`config.mk`:
```
export PLATFORM = sky130hd
export DESIGN_NAME = mem_access_ctrl
export DESIGN_NICKNAME = d
export VERILOG_FILES = /design/src/rtl/mem_ctrl_pkg.sv /design/src/rtl/mem_byte_merge.sv /design/src/rtl/mem_access_ctrl.sv
export SDC_FILE = /design/constraint.sdc
export NUM_CORES = 1
export LEC_CHECK = 0
export BUFFER_PORTS_ARGS = -buffer_cell sky130_fd_sc_hd__buf_2
export CAP_MARGIN = 5
export CORE_MARGIN = 4
export CORE_UTILIZATION = 51
export CTS_CLUSTER_DIAMETER = 60
export DETAILED_ROUTE_END_ITERATION = 7
export PLACE_DENSITY = 0.85
export SYNTH_ARGS = -nofsm -noshare
export SYNTH_HDL_FRONTEND = slang
export SYNTH_SLANG_ARGS = --single-unit
```
`constraint.sdc`:
```
create_clock -name clk -period 2.75 [get_ports clk]
set_input_delay 0.4125 -clock clk [delete_from_list [all_inputs] [get_ports clk]]
set_output_delay 0.4125 -clock clk [all_outputs]
set_load 0.01 [all_outputs]
```
`src/rtl/mem_ctrl_pkg.sv`:
```
// Shared types and constants for the block-RAM access controller.
// The byte-merge helper reuses these constants.
package mem_ctrl_pkg;

  localparam int MEM_AW_DEF = 13;
  localparam int DATA_W_DEF = 32;

  localparam logic [3:0] BE_FULL = 4'b1111;

  typedef enum logic [2:0] {
    IDLE  = 3'd0,
    RD    = 3'd1,
    MERGE = 3'd2,
    WR    = 3'd3,
    DONE  = 3'd4
  } state_t;

endpackage

```
`src/rtl/mem_byte_merge.sv`:
```
// Combinational byte-lane merge: each enabled lane takes the new word's byte,
// and every other lane keeps the old word's byte.
module mem_byte_merge
  import mem_ctrl_pkg::*;
#(
  parameter int DATA_W = DATA_W_DEF
) (
  input  logic [DATA_W-1:0]   old_word,
  input  logic [DATA_W-1:0]   new_word,
  input  logic [DATA_W/8-1:0] be,
  output logic [DATA_W-1:0]   merged
);

  always_comb begin
    merged = old_word;
    for (int i = 0; i < DATA_W / 8; i++) begin
      if (be[i]) merged[8*i +: 8] = new_word[8*i +: 8];
    end
  end

endmodule

```
`src/rtl/mem_access_ctrl.sv`:
```
// Initiator side of the single-port 8K x 32 instruction/data RAM. It turns one
// load/store request at a time into RAM cycles, using read-modify-write for sub-word stores.
module mem_access_ctrl
  import mem_ctrl_pkg::*;
#(
  parameter int MEM_AW = MEM_AW_DEF,
  parameter int DATA_W = DATA_W_DEF
) (
  input  logic                clk,
  input  logic                rst_n,
  input  logic                req_valid,
  output logic                req_ready,
  input  logic                req_we,
  input  logic [31:0]         req_addr,
  input  logic [DATA_W-1:0]   req_wdata,
  input  logic [DATA_W/8-1:0] req_be,
  output logic                rsp_valid,
  output logic [DATA_W-1:0]   rsp_rdata,
  output logic                rsp_err,
  output logic                mem_we,
  output logic [MEM_AW-1:0]   mem_addr,
  output logic [DATA_W-1:0]   mem_din,
  input  logic [DATA_W-1:0]   mem_dout
);

  state_t              state;
  logic                lat_we;
  logic [DATA_W-1:0]   lat_wdata;
  logic [DATA_W/8-1:0] lat_be;
  logic [DATA_W-1:0]   din_q;
  logic                rsp_load;
  logic [DATA_W-1:0]   merged;
  logic                addr_err;
  logic                unused_addr_lsbs;

  assign addr_err         = |req_addr[31:MEM_AW+2];
  assign unused_addr_lsbs = ^req_addr[1:0];

  assign req_ready = (state == IDLE) && rst_n;
  assign mem_we    = ((state == WR) || (state == MERGE)) && rst_n;

  // The RAM read word only appears during MERGE, so the merged write data is
  // muxed after the din register rather than being registered itself.
  assign mem_din   = (state == MERGE) ? merged : din_q;
  assign rsp_rdata = rsp_load ? mem_dout : '0;

  mem_byte_merge #(
    .DATA_W (DATA_W)
  ) u_merge (
    .old_word (mem_dout),
    .new_word (lat_wdata),
    .be       (lat_be),
    .merged   (merged)
  );

  always_ff @(posedge clk) begin
    if (!rst_n) begin
      state     <= IDLE;
      lat_we    <= 1'b0;
      lat_wdata <= '0;
      lat_be    <= '0;
      din_q     <= '0;
      mem_addr  <= '0;
      rsp_valid <= 1'b0;
      rsp_err   <= 1'b0;
      rsp_load  <= 1'b0;
    end else begin
      rsp_valid <= 1'b0;
      rsp_err   <= 1'b0;
      rsp_load  <= 1'b0;
      unique case (state)
        IDLE: begin
          if (req_valid) begin
            lat_we    <= req_we;
            lat_wdata <= req_wdata;
            lat_be    <= req_be;
            if (addr_err) begin
              state     <= DONE;
              rsp_valid <= 1'b1;
              rsp_err   <= 1'b1;
            end else if (req_we && (req_be == '0)) begin
              state     <= DONE;
              rsp_valid <= 1'b1;
            end else begin
              mem_addr <= req_addr[MEM_AW+1:2];
              if (req_we && (req_be == BE_FULL)) begin
                state <= WR;
                din_q <= req_wdata;
              end else begin
                state <= RD;
              end
            end
          end
        end
        RD: begin
          if (lat_we) begin
            state <= MERGE;
          end else begin
            state     <= DONE;
            rsp_valid <= 1'b1;
            rsp_load  <= 1'b1;
          end
        end
        MERGE, WR: begin
          state     <= DONE;
          rsp_valid <= 1'b1;
        end
        DONE:    state <= IDLE;
        default: state <= IDLE;
      endcase
    end
  end

endmodule

```
# == Word-level counts from Yosys, hierarchy flattened ==
# Cells that the tools add are included.
# totals
regBits,88
latch_bits,0
mem_bits_rw,0
rom_bits,0
inputBits,104
out_inout_bits,81
elab_cells,48
mem_count,0
# op_classes
n_addsub,0
mul,0
div,0
order_cmp,0
eq_ne,5
shift,0
n_mux,18
bitwise_logic,2
reduce_logical,14
# op_table
op,n
2-to-1 mux 32 bit,2
2-to-1 mux 8 bit,4
OR reduction 17 bit,1
2-to-1 mux 3 bit,4
case mux 3 bit (3 select lines),1
"== test 3 x 2 -> 1 bit, second input constant",2
2-to-1 mux 1 bit,5
AND reduction 5 bit,1
"== test 4 bit, second input constant",1
logical AND 1 bit,4
zero test 4 bit,1
AND reduction 2 bit,2
AND reduction 4 bit,1
"== test 3 x 1 -> 1 bit, second input constant",1
zero test 3 bit,1
case mux 1 bit (3 select lines),1
AND reduction 3 bit,1
2-to-1 mux 2 bit,1
"inequality test 2 bit, second input constant",1
NOT 1 bit,2
OR reduction 2 bit,1
logical OR 1 bit,1

# == Logic depth before layout (Yosys ltp) ==
# Gate-level depths: netlist of run 1.
# logic_depth
ltp_word,7
mapped_depth,6

# == Modules after synthesis ==
# A second synthesis of run 1 with hierarchy kept.
# unflattened
hier_cells,517
hier_area_um2,4803.4
# by_module_without_submodules
module,n_inst,cells_each,area_each_um2
mem_access_ctrl,1,481,4277.9
mem_byte_merge,1,36,525.5

# == Least setup slack after synthesis of run 1 ==
# No wires, ideal clock.
# synth_timing
path_kind,register to output
start,reg state[1]
end,out mem_din[13]
arrival_ns,1.444
required_ns,2.338
setup_slack_ns,0.893
stages_incl_launch_ff,6
n_path_buf,1
path_cell_list,dfxtp_1 -> inv_1 -> nor3_2 -> clkbuf_1 -> nor2_1 -> a21oi_1
# synth_via
elab_chain_cells,2
# synth_rtl
item,line_no,text
"start, declared",mem_access_ctrl.sv:26,state_t state;
"start signal, assigned",mem_access_ctrl.sv:58,state <= IDLE;
"start signal, assigned",mem_access_ctrl.sv:78,state <= DONE;
"start signal, assigned",mem_access_ctrl.sv:82,state <= DONE;
== test 3 x 2 -> 1 bit,mem_access_ctrl.sv:44,assign mem_din = (state == MERGE) ? merged : din_q;
2-to-1 mux 32 bit,mem_access_ctrl.sv:44,
"end, declared",mem_access_ctrl.sv:22,"output logic [DATA_W-1:0] mem_din,"
# Every way passes these cells.

# == Final worst setup path of run 1 ==
# layout_timing
start,reg state[1]
end,out mem_din[0]
# The elaborated chain is that of the path after synthesis.

==> results.ini, run 1 <==
[sta]
fin_setup_tns_ns=0
finClkSkew_ns=0.00899
fin_ws_ns=0.362
fin_crit_ns=2.39
setup_viol=0
rsz0062_at_grt=no
worst_pin_slew_ns=0.956
finalHoldViolCount=0
slew_violations=0
fmax_ghz=0.419
max_slew_margin_pct=36.2
finalCritPeriodShare_pct=86.8

[power]
p_per_area_nw_per_um2=479
p_leak_nw=2.35
peakVddDrop_uv=257

[routing]
vias=4604
drt_iter0_drc=200
routedWlPerCell_um=16.3
route.detailed.drc=0
detail_route.wirelength_um=13200
firstDrtPassIters=5
via_per_inst=5.68
final_antenna_net_count=0

[synth]
synthArstFlopShare_pct=0
ys_top_cells_by_count=a21oi_1 (116), dfxtp_1 (88), nand2_1 (77)
mappedNetlistArea_um2=4230
yosys.area.top_type=dfxtp_1
syn_nets=656
ys_seq_area_share_pct=41.7
yosysUniqueCellTypes=28
yosysWarnings=0
synth.most_common_cell=a21oi_1
synth_cells=552
synth-edff-count=0
synthTopCellsByArea=dfxtp_1 (42%), a21oi_1 (14%), mux2i_1 (7.6%)
syn_avg_cell_area_um2=7.66
synth.top_cell.area_share_pct=41.7
ys_seq_elements=88
synth_flop_cell=dfxtp_1

[finish]
layout-drive-gt1-share_pct=30.2
num_antenna_cells=0
final_area_um2=5380
multiInputGateArea_um2=2240
regArea_um2=1760
utilization_pct=68.2
fin_nets=808
area_growth_pct=27.2
nFillCells=713

[global_routing]
grt_remaining_overflow=0
antenna_found_initial=0
grt_pass1_wl_um=21200
track_usage_pct=25.9
grt_max_degree=65
grt_pass1_vias=4492

[clock_tree]
cts_hold_buf=0
post_cts_resized=0
post_cts_buffers=0
clockBufferDepth=2
cts_buffers=9
clock_latency_ns=0.34
clock_sinks=88
cts_tree=built
h-tree-depth=3
cts-root-buf=clkbuf_8
clk_pin_slew_ns=0.08

[place]
dp_hpwl_um=9140
io_buffers=182
gp_congestion=0.806
place_area_um2=5160
dp_slack_ns=0.555

[die]
die_area_um2=9810
die_y_um=99.1
ios=185
core_area_um2=7890
initial_core_util_pct=53.6
die_x_um=99.1
num_rows=32

[worst_setup_path]
required_ns=2.34
worstSetupPathType=flop to primary output
worstPathCellList=inv_1 -> nor3_4 -> buf_12 -> nor2_1 -> a21oi_1 -> buf_2
start_kind=flop
endpoint_kind=primary output
arrival_ns=1.98
slowest_stage=dfxtp_1
cp_slowest_stage_delay_ns=0.47
worst-path-max-fanout=64

[job]
drv_cap=0

[min_path]
worstHoldPathType=primary input to flop

[run_status]
status=finished, final reports clean

==> cell families (layout without fill, tap and decap cells) <==
| logic type | count (synthesis) | count (layout) | synth area share, % |
|---|---|---|---|
| flip-flops | 88 | 88 | 41.7 |
| multiplexers | 32 | 32 | 7.57 |
| buffers and inverters | 55 | 211 | 5.65 |
| AO/OA/AOI/OAI | 164 | 164 | 20.4 |
| AND/OR/NAND/NOR | 213 | 213 | 24.7 |
==> worst max-delay path, delay by kind of cell, from the launching register on <==
| kind | cells | cell delay, ns |
|---|---|---|
| AOI/OAI and AO/OA | 1 | 0.24 |
| DFF | 1 | 0.47 |
| buffers and inverters | 3 | 0.60 |
| and+or+nand+nor | 2 | 0.29 |
==> final timing paths <==
check / startpoint / to / slack (ns) / cells after the start
max: state[1] / mem_din[0] / 0.36 / 6
min: req_wdata[5] / lat_wdata[5] / 0.31 / 3
max reg2reg: state[0] / din_q[18] / 0.78 / 5
min reg2reg: lat_wdata[31] / lat_wdata[31] / 0.46 / 2
==> sequential cells by signal, indices dropped and copies added, names as in the netlist <==
signal / cells
lat_we: 1
din_q: 32
mem_addr: 13
rsp_load: 1
rsp_err: 1
lat_be: 4
state: 3
rsp_valid: 1
lat_wdata: 32
==> metal layers <==
metal / global-route usage, % / vias up / wire length [µm]
li1: - / 2226 / -
met1: 32.0 / 2110 / 5300
met2: 44.1 / 236 / 6470
met3: 4.53 / 32 / 1030
met4: 10.9 / 0 / 376
met5: 0 / - / 0
==> where the power goes <==
part	internal, mW	total (mW)	switching (mW)	leakage, nW
Clock	0.556	1.00	0.445	0.112
Sequential	1.31	1.34	0.0305	0.715
Combinational	0.108	0.237	0.129	1.52
==> layout make-up <==
type	instances	share of cell area (%)
clock buffer	12	2.88
clock inverter	3	1.21
inverter	3	0.209
multi-input combinational	409	41.7
sequential	88	32.7
tap	102	2.37
timing repair buffer	193	18.9
==> cell usage in the layout (no fill, tap or decap), types with 14 or more instances in the layout <==
master	netlist	final
nor2_1	38	38
nand2_1	77	77
nand3_1	34	34
dfxtp_1	88	88
buf_2	11	182
mux2i_1	32	32
a21oi_1	116	116
and2_1	33	33
nand4_1	14	14
o21ai_0	32	32
==> metrics by stage <==
stage | hold slack (ns) | cells | power [mW]
after global routing | 0.294 | 810 | 2.66
after CTS | 0.301 | 810 | 2.58
after floorplan | 0.412 | 552 | 1.48
after global placement | 0.428 | 795 | 1.59
after detailed placement | 0.445 | 795 | 1.60
final | 0.313 | 810 | 2.58
No activity file was read; power rests on OpenSTA's default activity.
==> run 2, diff against run 1 <==
--- a/config.mk
+++ b/config.mk
@@ -8,10 +8,10 @@
 export BUFFER_PORTS_ARGS = -buffer_cell sky130_fd_sc_hd__buf_2
 export CAP_MARGIN = 5
 export CORE_MARGIN = 4
-export CORE_UTILIZATION = 51
+export CORE_UTILIZATION = 48
 export CTS_CLUSTER_DIAMETER = 60
 export DETAILED_ROUTE_END_ITERATION = 7
-export PLACE_DENSITY = 0.85
+export PLACE_DENSITY = 0.81
 export SYNTH_ARGS = -nofsm -noshare
 export SYNTH_HDL_FRONTEND = slang
 export SYNTH_SLANG_ARGS = --single-unit
==> constraint.sdc (replaced) <==
create_clock -name clk -period 2.2 [get_ports clk]
set_input_delay 0.33 -clock clk [delete_from_list [all_inputs] [get_ports clk]]
set_output_delay 0.33 -clock clk [all_outputs]
set_load 0.01 [all_outputs]
==> run 2 against run 1 <==
  * Non-clock buffer count is 5 higher
  * Sequential share of layout area is 0.35 points lower
  * Global-route usage is 1.7 points lower
  * Combinational power is 25% higher
  * Final area is 1.1% higher
  * Clock-buffer cell count is 1 lower
  * Worst hold slack worse by 0.095 ns
  * Flip-flop and latch count stayed put
  * Critical path type unchanged
  * Highest routed layer unchanged
==> results.ini, run 2 (same netlist as run 1, synthesis figures left out) <==
[sta]
max_slew_margin_pct=60.9  ; +25 points
worst_pin_slew_ns=0.582  ; -0.375 ns
rsz0062_at_grt=no
fmax_ghz=0.479
fin_crit_ns=2.09
finalHoldViolCount=0  ; unchanged
finClkSkew_ns=0.0101  ; +0.00110 ns
fin_ws_ns=0.113  ; -0.249 ns
finalCritPeriodShare_pct=94.8
setup_viol=0  ; unchanged
slew_violations=0  ; unchanged
fin_setup_tns_ns=0  ; unchanged

[global_routing]
antenna_found_initial=0  ; unchanged
grt_pass1_vias=4294  ; -4.4%
grt_remaining_overflow=0  ; unchanged
grt_pass1_wl_um=20200  ; -4.8%
track_usage_pct=24.2  ; -1.7 points
grt_max_degree=65  ; unchanged

[worst_setup_path]
cp_slowest_stage_delay_ns=0.41  ; -0.06 ns
endpoint_kind=primary output
worst-path-max-fanout=32  ; -50%
start_kind=flop
worstPathCellList=nor3_4 -> buf_12 -> nor2_1 -> a21oi_1 -> buf_2
arrival_ns=1.76  ; -0.22 ns
worstSetupPathType=flop to primary output
cp_num_buf_inv=2  ; -1
crit_family=buffers and inverters
slowest_stage=dfxtp_1
required_ns=1.87  ; -0.47 ns

[routing]
routedWlPerCell_um=16.3  ; +0.56%
final_antenna_net_count=0  ; unchanged
via_per_inst=5.65  ; -0.52%
detail_route.wirelength_um=13400  ; +1.7%
firstDrtPassIters=5  ; unchanged
drt_iter0_drc=275  ; +38%
vias=4631  ; +0.59%
route.detailed.drc=0  ; unchanged

[clock_tree]
clockBufferDepth=2  ; unchanged
cts-root-buf=clkbuf_8
clock_latency_ns=0.35  ; about the same
cts_buffers=9  ; unchanged
clk_pin_slew_ns=0.09  ; about the same
h-tree-depth=3  ; unchanged
clock_sinks=88  ; unchanged
post_cts_buffers=0  ; unchanged
cts_tree=built

[die]
ios=185  ; unchanged
core_area_um2=8380  ; +6.3%
die_area_um2=10400  ; +5.7%
num_rows=33  ; +3.1%
die_y_um=102  ; +2.8%
die_x_um=102  ; +2.8%
initial_core_util_pct=50.5  ; -3.2 points

[finish]
layout-drive-gt1-share_pct=31.0  ; +0.73 points
regArea_um2=1760  ; about the same
final_cell_mix=buf_2 (182), a21oi_1 (116), dfxtp_1 (87)
area_growth_pct=28.7
final_common_cell=buf_2
num_antenna_cells=0  ; unchanged
fin_nets=813  ; +0.62%
layout.cells.non_filler=819  ; +1.1%
reg.largest.list=din_q: 32 flops, lat_wdata: 32 flops, mem_addr: 13 flops
nFillCells=757  ; +6.2%
multiInputGateArea_um2=2240  ; unchanged

[place]
io_buffers=182  ; unchanged
gp_congestion=0.769  ; -4.7%
dp_hpwl_um=9270  ; +1.4%
dp_slack_ns=0.236  ; -0.319 ns
dp.cells=802  ; +0.88%

[job]
drv_cap=0  ; unchanged

[run_status]
status=finished, final reports clean

[power]
p_per_area_nw_per_um2=589  ; +23%
peakVddDrop_uv=344  ; +34%
p_leak_nw=2.38  ; +1.0%

[min_path]
worstHoldPathType=primary input to flop

[run 2: cell type report]
cell class                      instances  share of cell area, %
Multi-Input combinational cell        409                   41.2
Timing Repair Buffer                  198                   19.7
Tap cell                              105                   2.41
Clock inverter                          5                   1.47
Inverter                                3                  0.207
Sequential cell                        88                   32.4
Clock buffer                           11                   2.60
[run 2: per-layer routing]
metal	vias to the layer above	track usage, %	routed length (µm)
met1	2152	29.5	5090
met3	31	5.39	1150
met5	-	0	0
met2	216	41.6	6780
met4	0	9.28	368
li1	2232	-	-
[run 2: metrics by stage]
stage | power [mW] | hold slack (ns) | area (µm²) | utilization (%)
2_1_floorplan | 1.85 | 0.412 | 4230 | -
3_3_place_gp | 1.99 | 0.439 | 5190 | 62.0
3_5_place_dp | 2.00 | 0.440 | 5190 | 62.0
4_1_cts | 3.21 | 0.216 | 5420 | 64.6
5_1_grt | 3.32 | 0.203 | 5440 | 64.9
6_report | 3.20 | 0.219 | 5440 | 64.9
[run 2: where the power goes]
group          internal [mW]  leakage, nW  switching, mW  total, mW
sequential              1.63        0.716         0.0374       1.67
combinational          0.136         1.56          0.160      0.296
clock                  0.670        0.106          0.568       1.24
[run 2: tightest hold or removal path, cell delays in order]
cell	delay, ns
buf_2	0.11
nand2_1	0.05
a21oi_1	0.05
[run 2: final timing paths]
path	startpoint	to	slack, ns	cells past startpoint
max	state[0]	mem_din[28]	0.11	5
min reg2reg	lat_we	rsp_load	0.45	1
min	req_wdata[20]	lat_wdata[20]	0.22	3
max reg2reg	state[0]	mem_addr[5]	0.42	5
[run 2: timing repair]
item,4_1_cts,5_1_grt
endpoints found under the setup margin,0,32
hold buffers,0,0
resized for setup,0,1
